### config.mk
export PLATFORM = sky130hd
export DESIGN_NAME = adc_bitstream_decim_flat
export DESIGN_NICKNAME = d
export VERILOG_FILES = /design/src/rtl/adc_bitstream_decim_if.sv /design/src/rtl/adc_bitstream_decim.sv /design/src/flat_wrapper.sv
export SDC_FILE = /design/constraint.sdc
export NUM_CORES = 1
export LEC_CHECK = 0
export BUFFER_PORTS_ARGS = -buffer_cell sky130_fd_sc_hd__buf_2
export CAP_MARGIN = 10
export CORE_UTILIZATION = 60
export DETAILED_ROUTE_END_ITERATION = 7
export GPL_TIMING_DRIVEN = 0
export PLACE_DENSITY = 0.87
export SLEW_MARGIN = 20
export SYNTH_ARGS = -nofsm -noshare
export SYNTH_HDL_FRONTEND = slang
export SYNTH_SLANG_ARGS = --single-unit
### constraint.sdc
create_clock -name mclkin -period 2.3 [get_ports mclkin]
set_input_delay 0.345 -clock mclkin [delete_from_list [all_inputs] [get_ports mclkin]]
set_output_delay 0.345 -clock mclkin [all_outputs]
set_load 0.01 [all_outputs]
### src/rtl/adc_bitstream_decim_if.sv
// Sample-word handshake between the decimator and the metering/DSP consumer.
interface adc_bitstream_decim_if #(
  parameter int CHANNELS = 6,
  parameter int CNT_W    = 9
);
  logic [CHANNELS*CNT_W-1:0] sample;
  logic                      sample_valid;
  logic                      sample_ready;

  modport master (output sample, sample_valid, input sample_ready);
  modport slave  (input sample, sample_valid, output sample_ready);
endinterface

### src/rtl/adc_bitstream_decim.sv
// Sigma-delta bitstream capture: input synchroniser, per-channel sinc1 decimator,
// stuck-modulator detection and a valid/ready sample word with overrun flag.
module adc_decim_lane #(
  parameter int CNT_W     = 9,
  parameter int STUCK_LIM = 1024,
  parameter int RUN_W     = $clog2(STUCK_LIM+1)
) (
  input  logic             mclkin,
  input  logic             rst_n,
  input  logic             i_mdat,
  input  logic             i_run,
  input  logic             i_done,
  input  logic             i_clr_flags,
  output logic [CNT_W-1:0] o_final,
  output logic             o_stuck
);
  logic [CNT_W-1:0] r_acc;
  logic [RUN_W-1:0] r_run_cnt;
  logic [RUN_W-1:0] w_run_nxt;
  logic             r_prev;
  logic             r_stuck;

  // The closing sample of a frame is folded in combinationally, so the full
  // DECIM-sample count is available on the frame-complete edge.
  assign o_final = r_acc + CNT_W'(i_mdat);
  assign o_stuck = r_stuck;

  always_comb begin
    w_run_nxt = '0;
    if (i_mdat == r_prev)
      w_run_nxt = (r_run_cnt == RUN_W'(STUCK_LIM)) ? r_run_cnt : r_run_cnt + 1'b1;
  end

  always_ff @(posedge mclkin or negedge rst_n) begin
    if (!rst_n) begin
      r_acc     <= '0;
      r_run_cnt <= '0;
      r_prev    <= 1'b0;
      r_stuck   <= 1'b0;
    end else begin
      if (!i_run || i_done) r_acc <= '0;
      else                  r_acc <= o_final;
      r_prev    <= i_mdat;
      r_run_cnt <= w_run_nxt;
      if (w_run_nxt == RUN_W'(STUCK_LIM)) r_stuck <= 1'b1;
      else if (i_clr_flags)               r_stuck <= 1'b0;
    end
  end
endmodule

module adc_bitstream_decim #(
  parameter int CHANNELS    = 6,
  parameter int DECIM       = 256,
  parameter int CNT_W       = $clog2(DECIM+1),
  parameter int SYNC_STAGES = 2,
  parameter int STUCK_LIM   = 1024
) (
  input  logic                  mclkin,
  input  logic                  rst_n,
  input  logic                  i_en,
  input  logic [CHANNELS-1:0]   i_data_in,
  output logic [CHANNELS-1:0]   o_mdat,
  output logic                  o_overrun,
  output logic [CHANNELS-1:0]   o_stuck,
  input  logic                  i_clr_flags,
  adc_bitstream_decim_if.master s_if
);
  localparam int PH_W = $clog2(DECIM);

  typedef enum logic {IDLE, RUN} state_t;

  state_t                               r_state, w_state_nxt;
  logic [SYNC_STAGES-1:0][CHANNELS-1:0] r_sync;
  logic [PH_W-1:0]                      r_phase;
  logic [CHANNELS-1:0][CNT_W-1:0]       w_final;
  logic [CHANNELS-1:0][CNT_W-1:0]       r_sample;
  logic                                 r_valid;
  logic                                 r_overrun;
  logic                                 w_run;
  logic                                 w_done;
  logic                                 w_load;

  always_ff @(posedge mclkin or negedge rst_n) begin
    if (!rst_n) begin
      r_sync <= '0;
    end else begin
      r_sync[0] <= i_data_in;
      for (int s = 1; s < SYNC_STAGES; s++) r_sync[s] <= r_sync[s-1];
    end
  end

  assign o_mdat = r_sync[SYNC_STAGES-1];

  always_ff @(posedge mclkin or negedge rst_n) begin
    if (!rst_n) r_state <= IDLE;
    else        r_state <= w_state_nxt;
  end

  always_comb begin
    w_state_nxt = r_state;
    case (r_state)
      IDLE:    if (i_en)  w_state_nxt = RUN;
      RUN:     if (!i_en) w_state_nxt = IDLE;
      default: w_state_nxt = IDLE;
    endcase
  end

  // Dropping en in RUN discards the partial frame: w_run low clears acc/phase.
  always_comb begin
    w_run  = (r_state == RUN) && i_en;
    w_done = w_run && (r_phase == PH_W'(DECIM-1));
  end

  always_ff @(posedge mclkin or negedge rst_n) begin
    if (!rst_n)                r_phase <= '0;
    else if (!w_run || w_done) r_phase <= '0;
    else                       r_phase <= r_phase + 1'b1;
  end

  for (genvar c = 0; c < CHANNELS; c++) begin : g_lane
    adc_decim_lane #(.CNT_W(CNT_W), .STUCK_LIM(STUCK_LIM)) u_lane (
      .mclkin      (mclkin),
      .rst_n       (rst_n),
      .i_mdat      (o_mdat[c]),
      .i_run       (w_run),
      .i_done      (w_done),
      .i_clr_flags (i_clr_flags),
      .o_final     (w_final[c]),
      .o_stuck     (o_stuck[c])
    );
  end

  // A finished frame loads only if the output slot is empty or draining now.
  assign w_load = w_done && (!r_valid || s_if.sample_ready);

  always_ff @(posedge mclkin or negedge rst_n) begin
    if (!rst_n) begin
      r_sample  <= '0;
      r_valid   <= 1'b0;
      r_overrun <= 1'b0;
    end else begin
      if (w_load) begin
        r_sample <= w_final;
        r_valid  <= 1'b1;
      end else if (r_valid && s_if.sample_ready) begin
        r_valid  <= 1'b0;
      end
      if (w_done && !w_load) r_overrun <= 1'b1;
      else if (i_clr_flags)  r_overrun <= 1'b0;
    end
  end

  assign s_if.sample       = r_sample;
  assign s_if.sample_valid = r_valid;
  assign o_overrun         = r_overrun;
endmodule

### src/flat_wrapper.sv
// flat-port wrapper written by rule: the top's interface ports become plain ports
module adc_bitstream_decim_flat 
#(
  parameter int CHANNELS    = 6,
  parameter int DECIM       = 256,
  parameter int CNT_W       = $clog2(DECIM+1),
  parameter int SYNC_STAGES = 2,
  parameter int STUCK_LIM   = 1024
)
  (mclkin, rst_n, i_en, i_data_in, o_mdat, o_overrun, o_stuck, i_clr_flags, s_if_sample, s_if_sample_valid, s_if_sample_ready);
  adc_bitstream_decim_if #(.CHANNELS(CHANNELS), .CNT_W(CNT_W)) s_if_i ();
  input  logic mclkin;
  input  logic rst_n;
  input  logic i_en;
  input  logic [CHANNELS-1:0] i_data_in;
  output logic [CHANNELS-1:0] o_mdat;
  output logic o_overrun;
  output logic [CHANNELS-1:0] o_stuck;
  input  logic i_clr_flags;
  output wire logic [$bits(s_if_i.sample)-1:0] s_if_sample;
  output wire logic [$bits(s_if_i.sample_valid)-1:0] s_if_sample_valid;
  input wire logic [$bits(s_if_i.sample_ready)-1:0] s_if_sample_ready;
  assign s_if_sample = s_if_i.sample;
  assign s_if_sample_valid = s_if_i.sample_valid;
  assign s_if_i.sample_ready = s_if_sample_ready;
  adc_bitstream_decim #(.CHANNELS(CHANNELS), .DECIM(DECIM), .CNT_W(CNT_W), .SYNC_STAGES(SYNC_STAGES), .STUCK_LIM(STUCK_LIM)) u_core (.mclkin(mclkin), .rst_n(rst_n), .i_en(i_en), .i_data_in(i_data_in), .o_mdat(o_mdat), .o_overrun(o_overrun), .o_stuck(o_stuck), .i_clr_flags(i_clr_flags), .s_if(s_if_i));
endmodule
==> results.sh <==
export IMPL_status="completed"
export IMPL_post_route_util=0.7217
export IMPL_ir_drop_mv=0.7029
export IMPL_worstPathArrival_ps=2560
export IMPL_fin_nets=1106
export IMPL_pwr_share_comb=0.071
export IMPL_tns_ps=0
export IMPL_fin_ws_ps=134.5
export IMPL_p_per_area_mw_per_mm2=736.6
export IMPL_synth_top_cell_by_area="dfrtp_1"
export IMPL_ant_nets=0
export IMPL_die_width_um=129.8
export IMPL_netlist_cell_type_count=78
export IMPL_grt_antenna_before_repair=0
export IMPL_synth_top_cell_area_share=0.5335
export IMPL_required_ps=2700
export IMPL_drv_slew=0
export IMPL_design_die_area_mm2=0.01685
export IMPL_setup_violations=0
export IMPL_yosysWarnings=0
export IMPL_rows=46
export IMPL_yosys_top_cells_area="dfrtp_1, nor2_1, xor2_1"
export IMPL_track_usage=0.2554
export IMPL_vias_per_cell=5.617
export IMPL_synth_seq_area_share=0.5335
export IMPL_synth_edf_count=0
export IMPL_drc_errors=0
export IMPL_syn_num_nets=988
export IMPL_place_area_mm2=0.01053
export IMPL_core_mm2=0.01594
export IMPL_synthMostInstantiatedCell="dfrtp_1"
export IMPL_cts_sinks=209
export IMPL_synthFlopType="dfrtp_1"
export IMPL_worst_pin_slew_ps=800.0
export IMPL_clock_skew_ps=9.189
export IMPL_swShare=0.2245
export IMPL_min_from="s_if_sample_ready"
export IMPL_htree_levels=1
export IMPL_grt_pass1_wl_um=34200
export IMPL_hold_class="input pin to register"
export IMPL_antenna_cells=0
export IMPL_min_period_ps=2166
export IMPL_clkPwrFrac=0.474
export IMPL_first_pass_iters=5
export IMPL_layout_drive_gt1_share=0.1836
export IMPL_hold_slack_ps=185.7
export IMPL_min_to="u_core.s_if.sample_valid"
export IMPL_slew_limit_headroom=0.4649
export IMPL_r2r_cells=6
export IMPL_dp_hpwl_um=13840
export IMPL_drt_wl_total_um=20750
export IMPL_synth_common_cells="dfrtp_1, nor2_1, nand2_1"
export IMPL_postSynthCellCount=952
export IMPL_start_kind="register"
export IMPL_crit_type="register to register"
export IMPL_rsz0062_at_grt="true"
export IMPL_vias=7302
export IMPL_pre_cts_ws_ps=34.97
export IMPL_seq_power_share=0.456
export IMPL_r2r_end="u_core.g_lane[2].u_lane.o_stuck"
export IMPL_maxCapViolations=0
export IMPL_design_area_mm2=0.01151
export IMPL_grt_overflow_total=0
export IMPL_p_leak_nw=5.328
export IMPL_grt_pass1_vias=7049
export IMPL_max_freq_mhz=461.8
export IMPL_io_buffers=78
export IMPL_hold_path_depth=3
export IMPL_synth_seq_cells=209
export IMPL_fillCellCount=1095
export IMPL_worstReg2RegStart="u_core.g_lane[2].u_lane.r_run_cnt[0]"
export IMPL_initial_utilization=0.6149
export IMPL_gp_congestion=0.8773
export IMPL_wl_per_cell_um=15.96
export IMPL_hold_viol=0
export IMPL_fp_dieH_um=129.8
export IMPL_crit_start="u_core.g_lane[2].u_lane.r_run_cnt[0]"
export IMPL_clk_latency_ps=500
export IMPL_io_pins=79
export IMPL_drt_iter0_drc=530
export IMPL_clkTransAtPathRegs_ps=60
export IMPL_syn_avg_cell_area_um2=10.30
export IMPL_critPathMaxFanout=7
export IMPL_timing_final_crit_share=0.9415
export IMPL_cts_tree="built"
export IMPL_end_kind="register"
export IMPL_cts_buffers=22
export IMPL_root_buffer="clkbuf_16"
export IMPL_synth_area_mm2=0.009803
export IMPL_cts_buffer_depth=3
export IMPL_syn_to_final_growth_pct=17.37
export IMPL_grt_max_degree=84
export IMPL_p_int_mw=6.573
export IMPL_switching_power_mw=1.902
export IMPL_rrSetupSlack_ps=130
export IMPL_ys_async_sr_fraction=1.000
## sequential cells by signal (all words and copies together), names as in the netlist
signal                          cells
u_core.g_lane.u_lane.r_run_cnt     66
u_core.g_lane.u_lane.r_acc         54
u_core.s_if.sample                 54
u_core.r_phase                      8
u_core.g_lane.u_lane.o_stuck        6
u_core.g_lane.u_lane.r_prev         6
u_core.o_mdat                       6
u_core.r_sync                       6
u_core.o_overrun                    1
u_core.r_state                      1
u_core.s_if.sample_valid            1
## power groups by stage
stage          sequential, mW  combinational (mW)  clock, mW
5_1_grt                  3.87               0.680       4.21
3_3_place_gp             3.92               0.551          0
2_1_floorplan            3.90               0.384          0
6_report                 3.86               0.601       4.01
4_1_cts                  3.86               0.602       4.07
3_5_place_dp             3.92               0.584          0
## placed cells by master (no fill, tap or decap), types with 5 or more instances in the layout
| cell | synthesis | routed |
|---|---|---|
| and2_1 | 17 | 17 |
| buf_2 | 11 | 88 |
| nor3_1 | 17 | 17 |
| ha_1 | 25 | 25 |
| nor4b_1 | 7 | 5 |
| dlygate4sd3_1 | 0 | 8 |
| xor2_1 | 49 | 49 |
| xnor2_1 | 48 | 48 |
| bufinv_16 | 0 | 6 |
| nor2b_1 | 5 | 5 |
| dfrtp_1 | 209 | 209 |
| a31oi_1 | 5 | 5 |
| clkbuf_1 | 15 | 17 |
| and3_1 | 10 | 10 |
| nor2_1 | 135 | 135 |
| buf_4 | 13 | 19 |
| a21oi_1 | 22 | 22 |
| nand4_1 | 19 | 19 |
| nand2b_1 | 10 | 10 |
| nand3_1 | 55 | 55 |
| inv_1 | 28 | 28 |
| clkbuf_16 | 0 | 23 |
| o31ai_1 | 7 | 7 |
| mux2_2 | 15 | 15 |
| o21ai_0 | 54 | 54 |
| nand2_1 | 81 | 80 |
## repair_timing
action	CTS	global route
hold buffers	8	0
setup endpoints to repair	1	24
endpoints found under the hold margin	61	0
setup buffers	1	5
pin swaps	1	3
gates resized for setup	0	5
## final cells by class
class / count / area (um^2) / share of cell area
well taps: 216 / 270.3 / 0.02349
multi-input cells: 670 / 4247 / 0.3691
repair buffers: 94 / 580.6 / 0.05046
plain buffers: 45 / 244.0 / 0.02120
inverters: 28 / 105.1 / 0.009134
clock buffers: 28 / 624.3 / 0.05426
flip-flops and latches: 209 / 5230 / 0.4545
clock inverters: 10 / 205.2 / 0.01783
## worst max path at each step
stage                                                 to  slack, ps
finish                   u_core.g_lane[2].u_lane.o_stuck        130
global route             u_core.g_lane[1].u_lane.o_stuck        -40
CTS                      u_core.g_lane[3].u_lane.o_stuck         80
detailed placement                u_core.s_if.sample[13]         30
global placement    u_core.g_lane[0].u_lane.r_run_cnt[8]      -2500
floorplan                u_core.g_lane[2].u_lane.o_stuck        360
## critical path: stages (launching register included)
cell,delay [ps]
dfrtp_1,490
ha_1,340
or4bb_2,650
a2bb2oi_1,140
o21ai_0,120
a21oi_1,110
o32ai_2,220
## routing by layer
layer  GRT usage  vias to the layer above  wire length [um]
li1            -                     3500                 -
met1      0.3426                     3596              9177
met2      0.4269                      164             10150
met3     0.04059                       42               791
met4     0.08482                        0               631
met5           0                        -                 0
## stage by stage
stage	total power, mW	cells
after floorplan	4.279	952
after global placement	4.469	1246
after detailed placement	4.506	1248
after CTS	8.531	1295
after global routing	8.769	1300
final	8.476	1300
## kinds of logic (layout without fill, tap and decap cells)
logic type	after synthesis	count (layout)	share of synthesized area
AND/OR/NAND/NOR	396	396	0.2006
buffers and inverters	73	205	0.03548
flip-flops	209	209	0.5335
XOR/XNOR	98	98	0.08832
adder cells (fa/ha/maj)	25	25	0.03191
AO/OA/AOI/OAI	132	132	0.08884
multiplexers	19	19	0.02131
Power figures use the tool's default switching activity.
